--- src/rtl/game_pkg.sv ---
// Shared widths, action codes and FSM state encoding for the CPU opponent.
package game_pkg;

  localparam int POS_W    = 3;
  localparam int HEALTH_W = 2;
  localparam int ACT_W    = 3;

  localparam logic [ACT_W-1:0] ACT_LEFT  = 3'b000;
  localparam logic [ACT_W-1:0] ACT_RIGHT = 3'b001;
  localparam logic [ACT_W-1:0] ACT_JUMP  = 3'b010;
  localparam logic [ACT_W-1:0] ACT_WAIT  = 3'b011;
  localparam logic [ACT_W-1:0] ACT_PUNCH = 3'b100;
  localparam logic [ACT_W-1:0] ACT_KICK  = 3'b101;

  typedef enum logic [2:0] {
    ST_IDLE     = 3'd0,
    ST_APPROACH = 3'd1,
    ST_ATTACK   = 3'd2,
    ST_EVADE    = 3'd3,
    ST_DEFEATED = 3'd4
  } state_e;

  // Cooldown never wraps below zero.
  function automatic logic [2:0] dec_sat(input logic [2:0] v);
    return (v == 3'd0) ? 3'd0 : v - 3'd1;
  endfunction

endpackage

--- src/rtl/cpu_lfsr8.sv ---
// 8-bit Fibonacci LFSR; exposes the two low bits used for decisions.
module cpu_lfsr8 #(
  parameter logic [7:0] SEED = 8'hA5
) (
  input  logic       clk,
  input  logic       rst_n,
  input  logic       en_i,
  output logic [1:0] bits_o
);

  // An all-zero seed would lock up the register.
  localparam logic [7:0] SEED_C = (SEED == 8'h00) ? 8'h01 : SEED;

  logic [7:0] lfsr_q;
  logic [7:0] lfsr_d;

  // Feedback taps 7,5,4,3; advance only when enabled.
  always_comb begin
    lfsr_d = lfsr_q;
    if (en_i) begin
      lfsr_d = {lfsr_q[6:0], lfsr_q[7] ^ lfsr_q[5] ^ lfsr_q[4] ^ lfsr_q[3]};
    end else begin
      lfsr_d = lfsr_q;
    end
  end

  // LFSR state register.
  always_ff @(posedge clk or negedge rst_n) begin
    if (!rst_n) begin
      lfsr_q <= SEED_C;
    end else begin
      lfsr_q <= lfsr_d;
    end
  end

  assign bits_o = lfsr_q[1:0];

endmodule

--- src/rtl/cpu_opponent_controller.sv ---
// CPU player: one registered action decision per game tick, driven by an FSM,
// an attack cooldown and an LFSR choosing punch vs kick.
module cpu_opponent_controller
  import game_pkg::*;
#(
  parameter int unsigned ATTACK_RANGE = 1,
  parameter int unsigned COOLDOWN     = 2,
  parameter logic [7:0]  SEED         = 8'hA5
) (
  input  logic                clk,
  input  logic                reset,
  input  logic                tick,
  input  logic [POS_W-1:0]    position_self,
  input  logic [POS_W-1:0]    position_opp,
  input  logic [HEALTH_W-1:0] health_self,
  input  logic [HEALTH_W-1:0] health_opp,
  output logic [ACT_W-1:0]    action,
  output logic                action_valid,
  output logic [2:0]          state_dbg
);

  localparam logic [2:0] RANGE_C = ATTACK_RANGE[2:0];
  localparam logic [2:0] CD_C    = COOLDOWN[2:0];

  state_e           state_q, state_d;
  logic [ACT_W-1:0] action_q, action_d;
  logic             valid_q, valid_d;
  logic [2:0]       cooldown_q, cooldown_d;
  logic [1:0]       lfsr_bits_s;
  logic [2:0]       dist_s;
  logic [ACT_W-1:0] toward_s, away_s;
  logic             away_blocked_s;

  cpu_lfsr8 #(.SEED(SEED)) u_lfsr (
    .clk    (clk),
    .rst_n  (reset),
    .en_i   (tick),
    .bits_o (lfsr_bits_s)
  );

  assign dist_s   = (position_self >= position_opp) ? (position_self - position_opp)
                                                    : (position_opp - position_self);
  assign toward_s = (position_opp > position_self) ? ACT_RIGHT : ACT_LEFT;
  assign away_s   = (toward_s == ACT_RIGHT) ? ACT_LEFT : ACT_RIGHT;
  assign away_blocked_s = ((position_self == 3'd0) && (away_s == ACT_LEFT)) ||
                          ((position_self == 3'd7) && (away_s == ACT_RIGHT));

  // Decision priority: defeat, approach, attack, evade.
  always_comb begin
    state_d    = state_q;
    action_d   = action_q;
    cooldown_d = cooldown_q;
    valid_d    = tick;
    if (tick) begin
      if ((state_q == ST_DEFEATED) || (health_self == 2'd0) || (health_opp == 2'd0)) begin
        state_d  = ST_DEFEATED;
        action_d = ACT_WAIT;
      end else if (dist_s > RANGE_C) begin
        state_d    = ST_APPROACH;
        action_d   = toward_s;
        cooldown_d = dec_sat(cooldown_q);
      end else if (cooldown_q == 3'd0) begin
        state_d    = ST_ATTACK;
        action_d   = lfsr_bits_s[0] ? ACT_KICK : ACT_PUNCH;
        cooldown_d = CD_C;
      end else begin
        state_d    = ST_EVADE;
        cooldown_d = dec_sat(cooldown_q);
        if (health_self == 2'd1) begin
          action_d = (away_blocked_s || (dist_s == 3'd0)) ? ACT_JUMP : away_s;
        end else begin
          action_d = lfsr_bits_s[1] ? ACT_JUMP : ACT_WAIT;
        end
      end
    end else begin
      state_d    = state_q;
      action_d   = action_q;
      cooldown_d = cooldown_q;
    end
  end

  // State, action and cooldown registers.
  always_ff @(posedge clk or negedge reset) begin
    if (!reset) begin
      state_q    <= ST_IDLE;
      action_q   <= ACT_WAIT;
      valid_q    <= 1'b0;
      cooldown_q <= 3'd0;
    end else begin
      state_q    <= state_d;
      action_q   <= action_d;
      valid_q    <= valid_d;
      cooldown_q <= cooldown_d;
    end
  end

  assign action       = action_q;
  assign action_valid = valid_q;
  assign state_dbg    = state_q;

endmodule

--- config.mk ---
export PLATFORM = sky130hd
export DESIGN_NAME = cpu_opponent_controller
export DESIGN_NICKNAME = d
export VERILOG_FILES = /design/src/rtl/game_pkg.sv /design/src/rtl/cpu_lfsr8.sv /design/src/rtl/cpu_opponent_controller.sv
export SDC_FILE = /design/constraint.sdc
export NUM_CORES = 1
export LEC_CHECK = 0
export CORE_UTILIZATION = 48
export CTS_BUF_LIST = sky130_fd_sc_hd__clkbuf_8
export CTS_CLUSTER_SIZE = 8
export DETAILED_ROUTE_END_ITERATION = 8
export PLACE_DENSITY = 0.77
export SETUP_SLACK_MARGIN = 0.2
export SLEW_MARGIN = 30
export SYNTH_ARGS = -nofsm -noshare
export SYNTH_HDL_FRONTEND = slang
export SYNTH_SLANG_ARGS = --single-unit
export TNS_END_PERCENT = 30
--- constraint.sdc ---
create_clock -name clk -period 1.4 [get_ports clk]
set_clock_uncertainty 0.15 [all_clocks]
set_input_delay 0.14 -clock clk [delete_from_list [all_inputs] [get_ports clk]]
set_output_delay 0.14 -clock clk [all_outputs]
set_load 0.01 [all_outputs]
# Word-level counts from Yosys, hierarchy flattened
# Cells that the tools add are included.
dict set report totals {
  regBits 18
  inputBits 13
  out_inout_bits 7
  word_cells 49
}
dict set report op_classes {
  addsub 3
  n_lt_le_gt_ge 3
  n_eq_ne 5
  muxes 16
  bitwise 4
  reduce_logical 13
}
# operator count
set op_table {}
lappend op_table {{2-to-1 mux 3 bit} 8}
lappend op_table {{logical NOT 3 bit} 4}
lappend op_table {{equality test 3 bit (second input constant)} 2}
lappend op_table {{2-to-1 mux 2 bit} 3}
lappend op_table {{subtractor 3 bit} 2}
lappend op_table {{2-to-1 mux 1 bit} 5}
lappend op_table {{logical NOT 2 bit} 2}
lappend op_table {{logical OR 1 bit} 4}
lappend op_table {{greater-or-equal comparator 3 bit} 1}
lappend op_table {{greater-than comparator 3 x 1 -> 1 bit (second input constant)} 1}
lappend op_table {{greater-than comparator 3 bit} 1}
lappend op_table {{subtractor 3 x 1 -> 3 bit (second input constant)} 1}
lappend op_table {{XOR 1 bit} 3}
lappend op_table {{equality test 1 bit (second input constant)} 2}
lappend op_table {{equality test 2 x 1 -> 1 bit (second input constant)} 1}
lappend op_table {{logical AND 1 bit} 2}
lappend op_table {{AND reduction 2 bit} 1}
lappend op_table {{NOT 1 bit} 1}

# Depth between registers and ports, before layout
dict set report logic_depth {
  depth_word 13
  depth_mapped 8
  ltp_nobuf 8
}

# Hierarchy
# Synthesis repeated with hierarchy kept, for this count alone.
dict set report unflattened {
  hier_cells 100
  hier_area_um2 1094.8
}
# module n_inst cells_each area_per_inst_um2
set by_module_without_submodules {}
lappend by_module_without_submodules {cpu_opponent_controller 1 77 755.7}
lappend by_module_without_submodules {cpu_lfsr8 1 23 339.1}

# Worst setup path after synthesis
# Ideal clock, no wire load.
dict set report synth_timing {
  path_type {input port to flip-flop}
  from {input port position_opp[0]}
  to {register state_q[0] (netlist: state_dbg[0])}
  arrival_ps 1414
  required_ps 1129
  path_slack_ps -285
  path_stages 8
  path_buffers 0
  path_cell_list {inv_1 ha_1 fa_1 xor2_1 nand2_1 mux2i_4 nand2b_1 a22o_1}
}
dict set report synth_via {
  elab_chain_len 5
  word_cells_on_any_way 7
}
# element line
set synth_lines {}
lappend synth_lines {{start, declared} cpu_opponent_controller.sv:14} ;# input logic [POS_W-1:0] position_opp,
lappend synth_lines {{subtractor 3 bit, or another cell as far along} cpu_opponent_controller.sv:42} ;# : (position_opp - position_self);
lappend synth_lines {{2-to-1 mux 3 bit (*)} cpu_opponent_controller.sv:41} ;# assign dist_s = (position_self >= position_opp) ? (position_self - position_opp)
lappend synth_lines {{greater-than comparator 3 x 1 -> 1 bit (*)} cpu_opponent_controller.sv:58} ;# end else if (dist_s > RANGE_C) begin
lappend synth_lines {{2-to-1 mux 2 bit (*)} cpu_opponent_controller.sv:58}
lappend synth_lines {{2-to-1 mux 3 bit (*)} cpu_opponent_controller.sv:55} ;# if ((state_q == ST_DEFEATED) || (health_self == 2'd0) || (health_opp == 2'd0)) begin
lappend synth_lines {{end signal, assigned} cpu_opponent_controller.sv:90} ;# state_q <= state_d;
lappend synth_lines {{end, declared} cpu_opponent_controller.sv:25} ;# state_e state_q, state_d;
# Every way passes the cells marked *; elsewhere a longest branch is shown, timed or not.
# A chain may end at the register's enable or synchronous reset.

# Final worst setup path
dict set report layout_timing {
  from {input port position_self[0]}
  to {register action_q[1] (netlist: action[1])}
}
dict set report layout_via {
  elab_chain_len 13
  word_cells_on_any_way 23
}
# element line
set layout_lines {}
lappend layout_lines {{start, declared} cpu_opponent_controller.sv:13} ;# input logic [POS_W-1:0] position_self,
lappend layout_lines {{greater-than comparator 3 bit} cpu_opponent_controller.sv:43} ;# assign toward_s = (position_opp > position_self) ? ACT_RIGHT : ACT_LEFT;
lappend layout_lines {{2-to-1 mux 1 bit} cpu_opponent_controller.sv:43}
lappend layout_lines {{equality test 1 bit} cpu_opponent_controller.sv:44} ;# assign away_s = (toward_s == ACT_RIGHT) ? ACT_LEFT : ACT_RIGHT;
lappend layout_lines {{2-to-1 mux 1 bit} cpu_opponent_controller.sv:44}
lappend layout_lines {{logical NOT 3 bit / equality test 1 bit (equally long branches)} {cpu_opponent_controller.sv:45, cpu_opponent_controller.sv:46}}
lappend layout_lines {{logical AND 1 bit (on tied branches)} {cpu_opponent_controller.sv:45, cpu_opponent_controller.sv:46}}
lappend layout_lines {{logical OR 1 bit} cpu_opponent_controller.sv:45} ;# assign away_blocked_s = ((position_self == 3'd0) && (away_s == ACT_LEFT)) ||
lappend layout_lines {{logical OR 1 bit} cpu_opponent_controller.sv:70} ;# action_d = (away_blocked_s || (dist_s == 3'd0)) ? ACT_JUMP : away_s;
lappend layout_lines {{2-to-1 mux 2 bit} cpu_opponent_controller.sv:70}
lappend layout_lines {{2-to-1 mux 2 bit} cpu_opponent_controller.sv:69} ;# if (health_self == 2'd1) begin
lappend layout_lines {{2-to-1 mux 3 bit} cpu_opponent_controller.sv:62} ;# end else if (cooldown_q == 3'd0) begin
lappend layout_lines {{2-to-1 mux 3 bit (*)} cpu_opponent_controller.sv:58}
lappend layout_lines {{2-to-1 mux 3 bit (*)} cpu_opponent_controller.sv:55}
lappend layout_lines {{end signal, assigned} cpu_opponent_controller.sv:91} ;# action_q <= action_d;
lappend layout_lines {{end, declared} cpu_opponent_controller.sv:26} ;# logic [ACT_W-1:0] action_q, action_d;
# Marked as above.

==> results.cfg <==
[global_route]
overflow = 0
grt_pass1_wl_um = 4290
grt_use_met2_pct = 42.1
met3_usage_pct = 5.56
busiest_layer = met2
track_usage_pct = 23.5
use_met1_pct = 29.3
grt_max_degree = 19
grt_pass1_vias = 926
antenna_found_initial = 0

[power]
p_total_mw = 2.41
pwr-share-comb_pct = 44.6
p_switching_uw = 792
p_leak_nw = 0.706
peakVddDrop_mv = 1.48
intPower_mw = 1.62
swShare_pct = 32.9
pwr_density_cell_mw_per_mm2 = 1490
power.sequential.fraction_pct = 38.2
p_clk_share_pct = 17.2

[placement]
globalplace.congestion = 0.772
port_buffers = 19
pre_cts_ws_ps = -937
place_hpwl_um = 1760

[clock_network]
cts_tree = built
clkSinkCount = 18
clk_latency_ps = 250
cts-hold-fix-buffers = 0
htree_levels = 1
clock_path_buffers = 2
root_buffer = clkbuf_8
cts-buffers-inserted = 3
clk_pin_slew_ps = 70

[floorplan]
die-area_mm2 = 0.00248
start_util_pct = 53.3
ios = 20
rows = 16
core_area_mm2 = 0.00206
fp.dieH_um = 49.8
fp.dieW_um = 49.8

[yosys]
synth_nets = 122
synth_edf_count = 0
ys_ff_latch = 18
synth_largest_area_cell = dfrtp_1
syn_area_mm2 = 0.00110
yosysMostFrequentCell = dfrtp_1
syn_area_per_cell_um2 = 11.1
async_flop_share_pct = 100
synth_cell_types = 36
synth_top_flop_cell = dfrtp_1
netlist.area_leader.share_pct = 27.3
syn_inst = 99
synth.cells.most_frequent = dfrtp_1, inv_1, ha_1
ys_top_cells_by_area = dfrtp_1, dfstp_2, ha_1, mux2_2, fa_1
yosysWarnings = 0
yosysSeqAreaShare_pct = 41.7

[timing]
holdWs_ps = 70.0
worst_pin_slew_ps = 236
hold_viol = 0
setup_viol = 6
drv_slew = 0
min_period_ps = 1670
setup_ws_ps = -273
rsz0062_at_grt = true
slew_headroom_pct = 83.9
fin_crit_sh_pct = 119
fmax_mhz = 598

[worst_setup_path]
critPathCapture = action[1]
rr_startpoint = cooldown_q[1]
arrival_ps = 1710
critPathKind = in -> reg
end_kind = flop
reg2reg_to = action[0]
r2r_cells = 6
startpoint_type = input port
critPathLaunch = position_self[0]
rrSetupSlack_ps = 20
required_ps = 1430
worst-path-max-fanout = 6

[min_path]
holdCritPathClass = in -> async

[final_layout]
drive_gt1_share_pct = 51.8
final-seq-area_um2 = 458
synthToLayoutAreaGrowth_pct = 47.5
antenna_cells = 0
multi_input_area_um2 = 686
fillerInstances = 121
final_nets = 163

[detailed_routing]
num_vias = 889
routedWlPerCell_um = 15.8
wirelength_um = 2630
dr.pass1.iters = 4
avgViaCountPerCell = 5.36
drc = 0
ant_nets = 0
drt-initial-drc-count = 19

[run_status]
violations = setup timing
status = complete, but fails checks

[flow_run]
maxCapViolCount = 0
## layout by cell type (no fill, tap or decap), types with 5 or more instances in the layout
| cell | Yosys | layout |
|---|---|---|
| buf_4 | 0 | 19 |
| ha_4 | 0 | 5 |
| nor2_1 | 6 | 6 |
| dfstp_2 | 6 | 6 |
| mux2_2 | 7 | 7 |
| clkdlybuf4s50_1 | 0 | 5 |
| inv_1 | 10 | 5 |
| dfrtp_1 | 12 | 12 |
## worst min-delay path by stage
stage	endpoint	slack, ps	depth (start not counted)
after floorplan	action[2]	-310	0
after global routing	state_dbg[0]	90	2
after detailed placement	cooldown_q[2]	330	1
final	state_dbg[0]	70	2
after global placement	cooldown_q[2]	320	1
after CTS	action[2]	70	2
## per-layer routing
layer / wire [um] / part of all wire, %
met5: 0 / 0
met4: 62 / 2.4
met3: 101 / 3.8
met2: 1420 / 54
met1: 1050 / 40
## logic make-up (layout without fill, tap and decap cells)
kind of cell             Yosys count  count (layout)  share of synthesized area (%)
XOR/XNOR                           5               5                           3.99
buffers and inverters             14              54                           5.58
AND/OR/NAND/NOR                   24              24                           12.1
AO/OA/AOI/OAI                     19              19                           13.8
flip-flops                        18              18                           41.7
multiplexers                       9               9                           10.1
adder cells (fa/ha/maj)           10              10                           12.8
## state kept, by name, indices dropped and copies added (netlist names)
name	cells
state_dbg	3
cooldown_q	3
u_lfsr.lfsr_q	8
action	3
action_valid	1
## what timing repair did
action                                  in CTS  in global routing
endpoints found under the setup margin      16                 23
gates resized for setup                     43                 14
pin swaps                                   14                  8
setup buffers                                3                  1
## worst max-delay path: stages
cell      delay (ps)
buf_6             90
buf_8            130
ha_4             170
fa_2             530
nand2_2           90
mux2i_4          240
o311ai_2         150
a21oi_1          180
## through the flow
step	area, um^2	setup TNS, ps	std cells	utilization [%]
5_1_grt	1620	-1920	166	78.6
2_1_floorplan	1150	-762	99	-
3_3_place_gp	1480	-5680	158	71.7
4_1_cts	1590	-1430	165	77.0
3_5_place_dp	1480	-6000	158	71.7
6_report	1620	-1430	166	78.6
## area by class of cell
cell class | instances | area share (%)
flip-flops and latches | 18 | 28.3
repair buffers | 40 | 20.5
clock buffers | 4 | 3.40
multi-input cells | 67 | 42.3
inverters | 10 | 3.40
well taps | 27 | 2.08
## power groups by stage
stage / sequential [mW] / combinational, mW / clock (mW)
floorplan: 0.901 / 0.587 / 0
global placement: 0.903 / 0.899 / 0
detailed placement: 0.917 / 0.938 / 0
CTS: 0.911 / 0.986 / 0.425
global route: 0.950 / 1.19 / 0.438
finish: 0.920 / 1.07 / 0.415
Power figures use the tool's default switching activity.
